`src/rtl/fifo_reader_pkg.sv`:
```
// Shared definitions for the 512x128 FIFO reader: widths, FSM states and
// the per-byte even-parity check applied to every popped word.
package fifo_reader_pkg;

    localparam int unsigned DATA_W = 128;
    localparam int unsigned PAR_W  = DATA_W / 8;
    localparam int unsigned SKID_W = DATA_W + 1;

    typedef enum logic [1:0] {
        ST_IDLE  = 2'd0,
        ST_RUN   = 2'd1,
        ST_DRAIN = 2'd2
    } state_t;

    // Returns 1 when any byte's XOR disagrees with its parity bit.
    function automatic logic parity_bad(input logic [DATA_W-1:0] data,
                                        input logic [PAR_W-1:0]  par);
        logic bad;
        bad = 1'b0;
        for (int unsigned i = 0; i < PAR_W; i++) begin
            if ((^data[8*i +: 8]) != par[i]) begin
                bad = 1'b1;
            end
        end
        return bad;
    endfunction

endpackage

```
`src/rtl/fifo_512x128_reader_if.sv`:
```
// FIFO-side and output-stream signals of the reader, grouped as one bundle.
interface fifo_512x128_reader_if;
    import fifo_reader_pkg::*;

    logic [DATA_W-1:0] fifo_dout;
    logic [PAR_W-1:0]  fifo_doutp;
    logic              fifo_empty;
    logic              fifo_rd_en;
    logic              s_out_valid;
    logic              s_out_rdy;
    logic [DATA_W-1:0] s_out_data;
    logic              s_out_last;

    modport master (
        input  fifo_dout,
        input  fifo_doutp,
        input  fifo_empty,
        output fifo_rd_en,
        output s_out_valid,
        input  s_out_rdy,
        output s_out_data,
        output s_out_last
    );

    modport slave (
        output fifo_dout,
        output fifo_doutp,
        output fifo_empty,
        input  fifo_rd_en,
        input  s_out_valid,
        output s_out_rdy,
        input  s_out_data,
        input  s_out_last
    );

endinterface

```
`src/rtl/skid_buf_128.sv`:
```
// Two-entry skid buffer carrying a data word plus its last flag; entry 0 is
// always the head presented downstream.
module skid_buf_128
    import fifo_reader_pkg::*;
(
    input  logic              clk,
    input  logic              rst_n,
    input  logic              push,
    input  logic [SKID_W-1:0] push_data,
    input  logic              pop,
    output logic              out_valid,
    output logic [SKID_W-1:0] out_data,
    output logic [1:0]        count
);

    logic [SKID_W-1:0] mem0;
    logic [SKID_W-1:0] mem1;
    logic [1:0]        cnt;

    always_ff @(posedge clk or negedge rst_n) begin
        if (!rst_n) begin
            mem0 <= '0;
            mem1 <= '0;
            cnt  <= '0;
        end else begin
            case ({push, pop})
                2'b10: begin
                    if (cnt == 2'd0) begin
                        mem0 <= push_data;
                    end else begin
                        mem1 <= push_data;
                    end
                    cnt <= cnt + 2'd1;
                end
                2'b01: begin
                    mem0 <= mem1;
                    cnt  <= cnt - 2'd1;
                end
                2'b11: begin
                    // Occupancy unchanged; the new word lands behind whatever remains.
                    if (cnt == 2'd2) begin
                        mem0 <= mem1;
                        mem1 <= push_data;
                    end else begin
                        mem0 <= push_data;
                    end
                end
                default: begin
                end
            endcase
        end
    end

    assign out_valid = (cnt != 2'd0);
    assign out_data  = mem0;
    assign count     = cnt;

endmodule

```
`src/rtl/fifo_512x128_reader.sv`:
```
// Reads a frame of len words from an FWFT 512x128 FIFO, checks byte parity
// and forwards the words through a 2-entry skid buffer with a last marker.
module fifo_512x128_reader
    import fifo_reader_pkg::*;
#(
    parameter int unsigned PARITY_EN = 1,
    parameter int unsigned CNT_W     = 16
) (
    input  logic                       clk,
    input  logic                       rst_n,
    fifo_512x128_reader_if.master      bus,
    input  logic                       start,
    input  logic [CNT_W-1:0]           len,
    output logic                       busy,
    output logic                       done,
    output logic                       par_err,
    output logic [CNT_W-1:0]           par_err_cnt
);

    state_t             state;
    state_t             state_next;
    logic [CNT_W-1:0]   len_q;
    logic [CNT_W-1:0]   popped;
    logic               push;
    logic               accept;
    logic               room;
    logic               last_in;
    logic               skid_valid;
    logic [SKID_W-1:0]  skid_head;
    logic [1:0]         skid_count;

    assign accept  = skid_valid && bus.s_out_rdy;
    // A full buffer still has room when its head leaves on this same edge.
    assign room    = (skid_count != 2'd2) || accept;
    assign last_in = (popped == len_q - CNT_W'(1));

    always_ff @(posedge clk or negedge rst_n) begin
        if (!rst_n) begin
            state <= ST_IDLE;
        end else begin
            state <= state_next;
        end
    end

    always_comb begin
        state_next = state;
        push       = 1'b0;
        case (state)
            ST_IDLE: begin
                if (start && (len != '0)) begin
                    state_next = ST_RUN;
                end
            end
            ST_RUN: begin
                push = !bus.fifo_empty && (popped < len_q) && room;
                if (push && last_in) begin
                    state_next = ST_DRAIN;
                end
            end
            ST_DRAIN: begin
                if (accept && skid_head[DATA_W]) begin
                    state_next = ST_IDLE;
                end
            end
            default: begin
                state_next = ST_IDLE;
            end
        endcase
    end

    always_ff @(posedge clk or negedge rst_n) begin
        if (!rst_n) begin
            len_q       <= '0;
            popped      <= '0;
            done        <= 1'b0;
            par_err     <= 1'b0;
            par_err_cnt <= '0;
        end else begin
            done <= 1'b0;
            if ((state == ST_IDLE) && start) begin
                len_q       <= len;
                popped      <= '0;
                par_err     <= 1'b0;
                par_err_cnt <= '0;
                if (len == '0) begin
                    done <= 1'b1;
                end
            end
            if (push) begin
                popped <= popped + CNT_W'(1);
                if ((PARITY_EN != 0) && parity_bad(bus.fifo_dout, bus.fifo_doutp)) begin
                    par_err <= 1'b1;
                    if (par_err_cnt != '1) begin
                        par_err_cnt <= par_err_cnt + CNT_W'(1);
                    end
                end
            end
            if ((state == ST_DRAIN) && accept && skid_head[DATA_W]) begin
                done <= 1'b1;
            end
        end
    end

    skid_buf_128 u_skid (
        .clk       (clk),
        .rst_n     (rst_n),
        .push      (push),
        .push_data ({last_in, bus.fifo_dout}),
        .pop       (accept),
        .out_valid (skid_valid),
        .out_data  (skid_head),
        .count     (skid_count)
    );

    assign bus.fifo_rd_en  = push;
    assign bus.s_out_valid = skid_valid;
    assign bus.s_out_data  = skid_head[DATA_W-1:0];
    assign bus.s_out_last  = skid_valid && skid_head[DATA_W];
    assign busy            = (state != ST_IDLE);

endmodule
```
`src/flat_wrapper.sv`:
```
// flat-port wrapper written by rule: the top's interface ports become plain ports
module fifo_512x128_reader_flat import fifo_reader_pkg::*;
#(
    parameter int unsigned PARITY_EN = 1,
    parameter int unsigned CNT_W     = 16
)
  (clk, rst_n, start, len, busy, done, par_err, par_err_cnt, bus_fifo_dout, bus_fifo_doutp, bus_fifo_empty, bus_fifo_rd_en, bus_s_out_valid, bus_s_out_rdy, bus_s_out_data, bus_s_out_last);
  fifo_512x128_reader_if bus_i ();
  input  logic clk;
  input  logic rst_n;
  input  logic start;
  input  logic [CNT_W-1:0] len;
  output logic busy;
  output logic done;
  output logic par_err;
  output logic [CNT_W-1:0] par_err_cnt;
  input wire logic [$bits(bus_i.fifo_dout)-1:0] bus_fifo_dout;
  input wire logic [$bits(bus_i.fifo_doutp)-1:0] bus_fifo_doutp;
  input wire logic [$bits(bus_i.fifo_empty)-1:0] bus_fifo_empty;
  output wire logic [$bits(bus_i.fifo_rd_en)-1:0] bus_fifo_rd_en;
  output wire logic [$bits(bus_i.s_out_valid)-1:0] bus_s_out_valid;
  input wire logic [$bits(bus_i.s_out_rdy)-1:0] bus_s_out_rdy;
  output wire logic [$bits(bus_i.s_out_data)-1:0] bus_s_out_data;
  output wire logic [$bits(bus_i.s_out_last)-1:0] bus_s_out_last;
  assign bus_i.fifo_dout = bus_fifo_dout;
  assign bus_i.fifo_doutp = bus_fifo_doutp;
  assign bus_i.fifo_empty = bus_fifo_empty;
  assign bus_fifo_rd_en = bus_i.fifo_rd_en;
  assign bus_s_out_valid = bus_i.s_out_valid;
  assign bus_i.s_out_rdy = bus_s_out_rdy;
  assign bus_s_out_data = bus_i.s_out_data;
  assign bus_s_out_last = bus_i.s_out_last;
  fifo_512x128_reader #(.PARITY_EN(PARITY_EN), .CNT_W(CNT_W)) u_core (.clk(clk), .rst_n(rst_n), .bus(bus_i), .start(start), .len(len), .busy(busy), .done(done), .par_err(par_err), .par_err_cnt(par_err_cnt));
endmodule
```
`config.mk`:
```
export PLATFORM = sky130hd
export DESIGN_NAME = fifo_512x128_reader_flat
export DESIGN_NICKNAME = d
export VERILOG_FILES = /design/src/rtl/fifo_reader_pkg.sv /design/src/rtl/fifo_512x128_reader_if.sv /design/src/rtl/skid_buf_128.sv /design/src/rtl/fifo_512x128_reader.sv /design/src/flat_wrapper.sv
export SDC_FILE = /design/constraint.sdc
export NUM_CORES = 1
export LEC_CHECK = 0
export BUFFER_PORTS_ARGS = -buffer_cell sky130_fd_sc_hd__buf_2
export CORE_UTILIZATION = 45
export CTS_CLUSTER_SIZE = 10
export DETAILED_ROUTE_END_ITERATION = 10
export PLACE_DENSITY = 0.67
export SYNTH_ARGS = -nofsm -noshare
export SYNTH_HDL_FRONTEND = slang
export SYNTH_SLANG_ARGS = --single-unit
```
`constraint.sdc`:
```
create_clock -name clk -period 5.39 [get_ports clk]
set_clock_uncertainty 0.05 [all_clocks]
set_input_delay 0.2695 -clock clk [delete_from_list [all_inputs] [get_ports clk]]
set_output_delay 0.2695 -clock clk [all_outputs]
set_load 0.005 [all_outputs]
```
; Word level (Yosys, flattened, before mapping)
; Index checks and enable logic that the tools add are counted.
[word_totals]
ff_bits = 312
latchBits = 0
ramBits = 0
mem_bits_ro = 0
inputBits = 165
out_inout_bits = 150
wordCells = 128
memories = 0
[op_classes]
n_addsub = 5
mul = 0
div = 0
n_lt_le_gt_ge = 1
eq_ne = 31
shifts = 0
n_mux = 41
n_bitwise = 0
reduce_logical = 41
[ops]
columns = op, n
row1 = $mux W129, 4
row2 = $pmux W129 S3, 1
row3 = $pmux W129 S2, 1
row4 = $reduce_xor A8 Y1, 16
row5 = $mux W16, 6
row6 = $add A16 B1 Y16 const B, 2
row7 = $mux W1, 24
row8 = $eq A16 B16 Y1, 1
row9 = $logic_not A16 Y1, 1
row10 = $lt A16 B16 Y1, 1
row11 = $ne A1 B1 Y1, 16
row12 = $ne A16 B16 Y1 const B, 1
row13 = $reduce_bool A16 Y1, 1
row14 = $sub A16 B1 Y16 const B, 1
row15 = $logic_and A1 B1 Y1, 10
row16 = $reduce_bool A2 Y1, 5
row17 = $eq A2 B2 Y1 const B, 4
row18 = $ne A2 B2 Y1 const B, 4
row19 = $mux W2, 3
row20 = $ne A2 B1 Y1 const B, 3
row21 = $pmux W2 S3, 1
row22 = $reduce_and A3 Y1, 2
row23 = $eq A2 B1 Y1 const B, 2
row24 = $logic_not A2 Y1, 2
row25 = 7 further kinds, 7

; Depth between registers and ports, before layout
[logic_depth]
ltp_word = 21
depth_mapped = 18
mapped_depth_nobuf = 14

; By module
; A second synthesis with hierarchy kept.
[hier_totals]
cells_unflattened = 1416
area_unflattened_um2 = 16722.3
[by_module_without_submodules]
columns = mod, n_inst, cells_per_inst, area_each_um2, seq_area_each_um2
row1 = skid_buf_128, 1, 907, 12045.3, 6506.2
row2 = fifo_512x128_reader, 1, 509, 4677.0, 1301.2

; Worst setup path after synthesis
; OpenSTA, ideal clock, no wires.
[synth_timing]
path_type = reg-to-reg
startpoint = reg u_core.len_q[1]
endpoint = reg u_core.u_skid.mem1[111]
setup_time_ns = 0.125
t_arrival_ns = 4.078
required_ns = 5.215
path_slack_ns = 1.138
stages_incl_launch_ff = 19
path_buffers = 4
synth_period_minus_slack_ns = 4.252
cell_sequence = dfrtp_1 > inv_1 > ha_1 > nor2b_1 > o21a_1 > o21ai_1 > a221o_1 > a311oi_1 > or2_2 > clkbuf_1 > inv_2 > clkbuf_1 > ha_1 > nand2_1 > o21ai_0 > nor2_1 > buf_1 > clkbuf_1 > mux2_2
[synth_via]
elab_chain_cells = 7
[synth_rtl]
columns = element, line
row1 = start: declaration, fifo_512x128_reader.sv:22  ; logic [CNT_W-1:0] len_q;
row2 = start signal: assignment, fifo_512x128_reader.sv:81  ; len_q <= len;
row3 = $lt A16 B16 Y1 (*), fifo_512x128_reader.sv:55  ; push = !bus.fifo_empty && (popped < len_q) && room;
row4 = $logic_and A1 B1 Y1 (*) (2 in a row), fifo_512x128_reader.sv:55
row5 = $mux W1 (*), fifo_512x128_reader.sv:48  ; case (state)
row6 = named net bus_fifo_rd_en, flat_wrapper.sv:20  ; output wire logic [$bits(bus_i.fifo_rd_en)-1:0] bus_fifo_rd_en;
row7 = $eq A2 B2 Y1, skid_buf_128.sv:26  ; case ({push, pop})
row8 = $ne A2 B2 Y1 (no source line) or $reduce_bool A2 Y1 (tied branches), --
row9 = $reduce_and A3 Y1 (no source line), --
row10 = end signal: assignment, skid_buf_128.sv:31  ; mem1 <= push_data;
row11 = end signal: assignment, skid_buf_128.sv:43  ; mem1 <= push_data;
row12 = end: declaration, skid_buf_128.sv:17  ; logic [SKID_W-1:0] mem1;
; The timed path passes the listed nets; every way through them passes the cells marked *.
; A chain may end at the register's enable or synchronous reset.

; Worst setup path after layout
[layout_timing]
startpoint = reg u_core.popped[13]
endpoint = reg u_core.u_skid.mem0[24], in the netlist u_core.u_skid.out_data[24]
[layout_via]
elab_chain_cells = 7
[layout_rtl]
columns = element, line
row1 = start: declaration, fifo_512x128_reader.sv:23  ; logic [CNT_W-1:0] popped;
row2 = start signal: assignment, fifo_512x128_reader.sv:90  ; popped <= popped + CNT_W'(1);
row3 = $lt A16 B16 Y1 (*), fifo_512x128_reader.sv:55
row4 = $logic_and A1 B1 Y1 (*) (2 in a row), fifo_512x128_reader.sv:55
row5 = $mux W1 (*), fifo_512x128_reader.sv:48
row6 = $eq A2 B2 Y1 or $eq A2 B1 Y1 (tied branches), skid_buf_128.sv:26
row7 = $ne A2 B2 Y1 (no source line) or $reduce_bool A3 Y1 (tied branches), --
row8 = $reduce_and A2 Y1 (no source line), --
row9 = end signal: assignment, skid_buf_128.sv:29  ; mem0 <= push_data;
row10 = end signal: assignment, skid_buf_128.sv:36  ; mem0 <= mem1;
row11 = end signal: assignment, skid_buf_128.sv:42  ; mem0 <= mem1;
row12 = end: declaration, skid_buf_128.sv:16  ; logic [SKID_W-1:0] mem0;
; Every way passes the cells marked *; elsewhere a longest branch is shown, timed or not.

==> out/summary.txt <==
Final hold violations: 0
Insertion delay to the later sink of the worst-skew pair: 0.51 ns
Gr busiest metal: met2
Initial antenna violation count: 4
Number of endpoints failing setup at the final stage: 0
DRT antenna net count: 0
Aggregate global-route resource usage: 0.2219
Floorplan die area: 36630 µm²
Overall die height: 191.4 µm
Post-synthesis sequential area ratio: 0.4838
Switching fraction of total power: 0.3562
Synth unique cells: 55
Normalized max-slew margin: 0.1335
Fraction of layout cells with a size suffix above 1: 0.2837
Number of enable-type register cells in the synthesized netlist: 0
Area grow syn2layout: 21.82%
Mean number of vias per cell: 5.402
Setup slack on the worst flop-to-flop path: 1.14 ns
Unrepaired setup endpoints after global routing: no
Clock sink total: 312
Slew at the pin closest to its max-slew limit: 1.290 ns
Synth Net Count: 1709
Leading cell types in the layout, fill and taps excluded: sky130_fd_sc_hd__buf_2 (313), sky130_fd_sc_hd__dfrtp_1 (312), sky130_fd_sc_hd__nor2_1 (147)
Pin count of the biggest net entering global routing: 149
Total number of vias: 12306
Peak fanout along the critical path: 25
Critical Setup Path Class: register to register
Register bit count reported by yosys: 312
Clock Tree Root: sky130_fd_sc_hd__clkbuf_16
Pre-Repair DR Iteration Count: 5
Footprint of the multi-input gates: 6928 µm²
Global-route track usage on met1: 0.2920
Sum of negative setup slack: 0 ns
Max Clock Freq: 235.3 MHz
Synthesized area per cell: 10.60 µm²
Total wire length after detailed routing: 40900 µm
Aggregate global routing overflow: 0
HP Class: input pin to register
Nature of the critical path endpoint: register
HPWL reported at the end of detailed placement: 26950 µm
Total Nets Final: 1995
Tmin final: 4.250 ns
Area inside the core boundary: 34880 µm²
Asr flop ratio synth: 1.000
Clock transition at the registers of the reported paths: 0.05 ns
H-tree level count: 2
Sort of element at the start of the critical path: register
First-pass GRT wire length: 65140 µm
Main synth FF type: sky130_fd_sc_hd__dfrtp_1
Violation count after the first detailed-route iteration: 675
Routing usage on met3: 0.04608
Period utilization: 0.7884
YS warnings: 0
Starting density of the core: 0.4627
Combinational share of power: 0.388
Drc violations: 0
Pre-CTS setup slack: 1.177 ns
Clock share of power: 0.219
Minimum setup slack in the final design: 1.140 ns
Number of pins with negative max-slew slack in the final report: 0
Gate Count Post-Synth: 1522
Grt met2 use: 0.3560
Status: finished, final reports clean
Die width: 191.4 µm
Total clock buffers created by CTS: 38
Boundary Pins: 315
Most common library cell in the layout ignoring fill and taps: sky130_fd_sc_hd__buf_2
Post-Syn Area: 16140 µm²
Data required time at the worst endpoint: 5.77 ns
Layout fillers: 2951
Proportion of power drawn by flip-flops and latches: 0.393
Leakage power: 8.892 nW
Placement row count: 68
Buffer count from post-CTS setup fixing: 0
Net Sw Power: 0.003800 W
Maximum root-to-sink buffer count: 3
MaxCap Viol Count: 0
Arrival time worst endpoint: 4.63 ns
Final Wtd Congestion: 0.8850
Cell Pwr Density: 542.7 nW/µm²
Total area of sequential cells: 7807 µm²
Count of input and output buffers: 314
Int Pwr: 0.006869 W
Number of global-route vias before repair: 12455
Average wire length per cell after detail routing: 17.96 µm
Worst vdd rail ir drop: 0.3891 mV
CTS tree: built
## final timing paths
check,startpoint,endpoint,depth (start not counted)
hold reg to reg,u_core.par_err$_DFF_PN0_,u_core.par_err$_DFF_PN0_,2
max in group asynchronous,rst_n,u_core.u_skid.mem1[44]$_DFFE_PN0P_,3
setup / recovery,u_core.popped[13]$_DFFE_PN0P_,u_core.u_skid.out_data[24]$_DFFE_PN0P_,13
setup reg to reg,u_core.popped[13]$_DFFE_PN0P_,u_core.u_skid.out_data[24]$_DFFE_PN0P_,13
hold / removal,bus_fifo_dout[9],u_core.u_skid.mem1[9]$_DFFE_PN0P_,2
min in group asynchronous,rst_n,u_core.u_skid.out_data[124]$_DFFE_PN0P_,2
## cells in the mapped netlist, drive strengths merged (2+ instances only)
cell,instances,area [µm²]
dfrtp,312,7807
buf,149,1064
nor2,149,559.3
a21oi,136,680.7
mux2,131,1475
a22oi,130,975.9
xnor2,82,718.2
clkbuf,67,251.5
nand2,56,212.7
o21ai,54,270.3
xor2,39,341.6
inv,35,131.4
ha,22,275.3
nand4,17,106.4
and3,16,100.1
nand3,16,80.08
nor3,16,80.08
xnor3,16,360.4
nor4,10,77.57
mux2i,8,80.08
a21o,7,52.55
and2,5,31.28
o211ai,5,37.54
or4,5,37.54
nor2b,4,25.02
or3,4,25.02
o221ai,3,26.28
o22ai,3,18.77
a311oi,2,17.52
and4,2,17.52
o21a,2,15.01
o32ai,2,17.52
or2,2,12.51
## per-stage QoR
stage	area [µm²]	util	power [W]	hold WS, ns	cells
final	19660	0.5636	0.01067	0.01309	2278
after global routing	19660	0.5636	0.01139	0.0005195	2278
after CTS	19650	0.5633	0.01075	0.002356	2274
after detailed placement	17180	0.4926	0.008275	0.3484	2087
after global placement	17180	0.4926	0.008124	0.3490	2087
after floorplan	16140	-	0.007410	-0.07609	1522
## timing repair
| action | CTS | global route |
|---|---|---|
| hold endpoints to repair | 241 | 0 |
| gates resized for setup | 0 | 0 |
| hold buffers | 136 | 0 |
## worst max-delay path, stage by stage (launching register included)
cell,delay [ns]
sky130_fd_sc_hd__dfrtp_1,0.45
sky130_fd_sc_hd__ha_1,0.34
sky130_fd_sc_hd__a21o_1,0.16
sky130_fd_sc_hd__a21o_1,0.19
sky130_fd_sc_hd__a2111oi_4,0.39
sky130_fd_sc_hd__nand2_2,0.26
sky130_fd_sc_hd__or2_2,0.42
sky130_fd_sc_hd__inv_2,0.27
sky130_fd_sc_hd__ha_1,0.25
sky130_fd_sc_hd__a21oi_1,0.11
sky130_fd_sc_hd__nor2_4,0.53
sky130_fd_sc_hd__buf_4,0.41
sky130_fd_sc_hd__a22oi_1,0.15
sky130_fd_sc_hd__a21oi_1,0.17
## sequential cells by signal (all words and copies together), names as in the netlist
name	flops
u_core.par_err_cnt	16
u_core.u_skid.out_data	129
u_core.par_err	1
u_core.u_skid.count	2
u_core.len_q	16
u_core.u_skid.mem1	129
u_core.popped	16
u_core.state	2
u_core.done	1
## cells by family (layout without fill, tap and decap cells)
family                   count (synthesis)  in the layout  share of synthesized area
XOR/XNOR                               138            138                    0.08946
AND/OR/NAND/NOR                        307            307                    0.08714
multiplexers                           139            139                    0.09636
adder cells (fa/ha/maj)                 22             22                    0.01706
flip-flops                             312            312                     0.4838
other                                    0              4                          0
buffers and inverters                  251            548                    0.08962
AO/OA/AOI/OAI                          353            353                     0.1366
## area by class of cell
type	count	share of cell area
Antenna cell	4	0.0005091
Clock buffer	49	0.05575
Clock inverter	2	0.0005091
Inverter	35	0.006682
Multi-Input combinational cell	959	0.3524
Sequential cell	312	0.3971
Tap cell	455	0.02896
Timing Repair Buffer	462	0.1581
## power groups by stage
stage	registers [W]	clock network [W]	logic, W
6_report	0.00420	0.00234	0.00414
5_1_grt	0.00432	0.00249	0.00458
4_1_cts	0.00418	0.00239	0.00418
3_5_place_dp	0.00420	0	0.00408
3_3_place_gp	0.00415	0	0.00397
2_1_floorplan	0.00399	0	0.00342
## layer usage
metal	wire length, µm	share of wire
met1	17620	0.43
met5	0	0
met2	19340	0.47
met4	1402	0.034
met3	2543	0.062
Note: power is estimated with default switching activity, not from simulation.
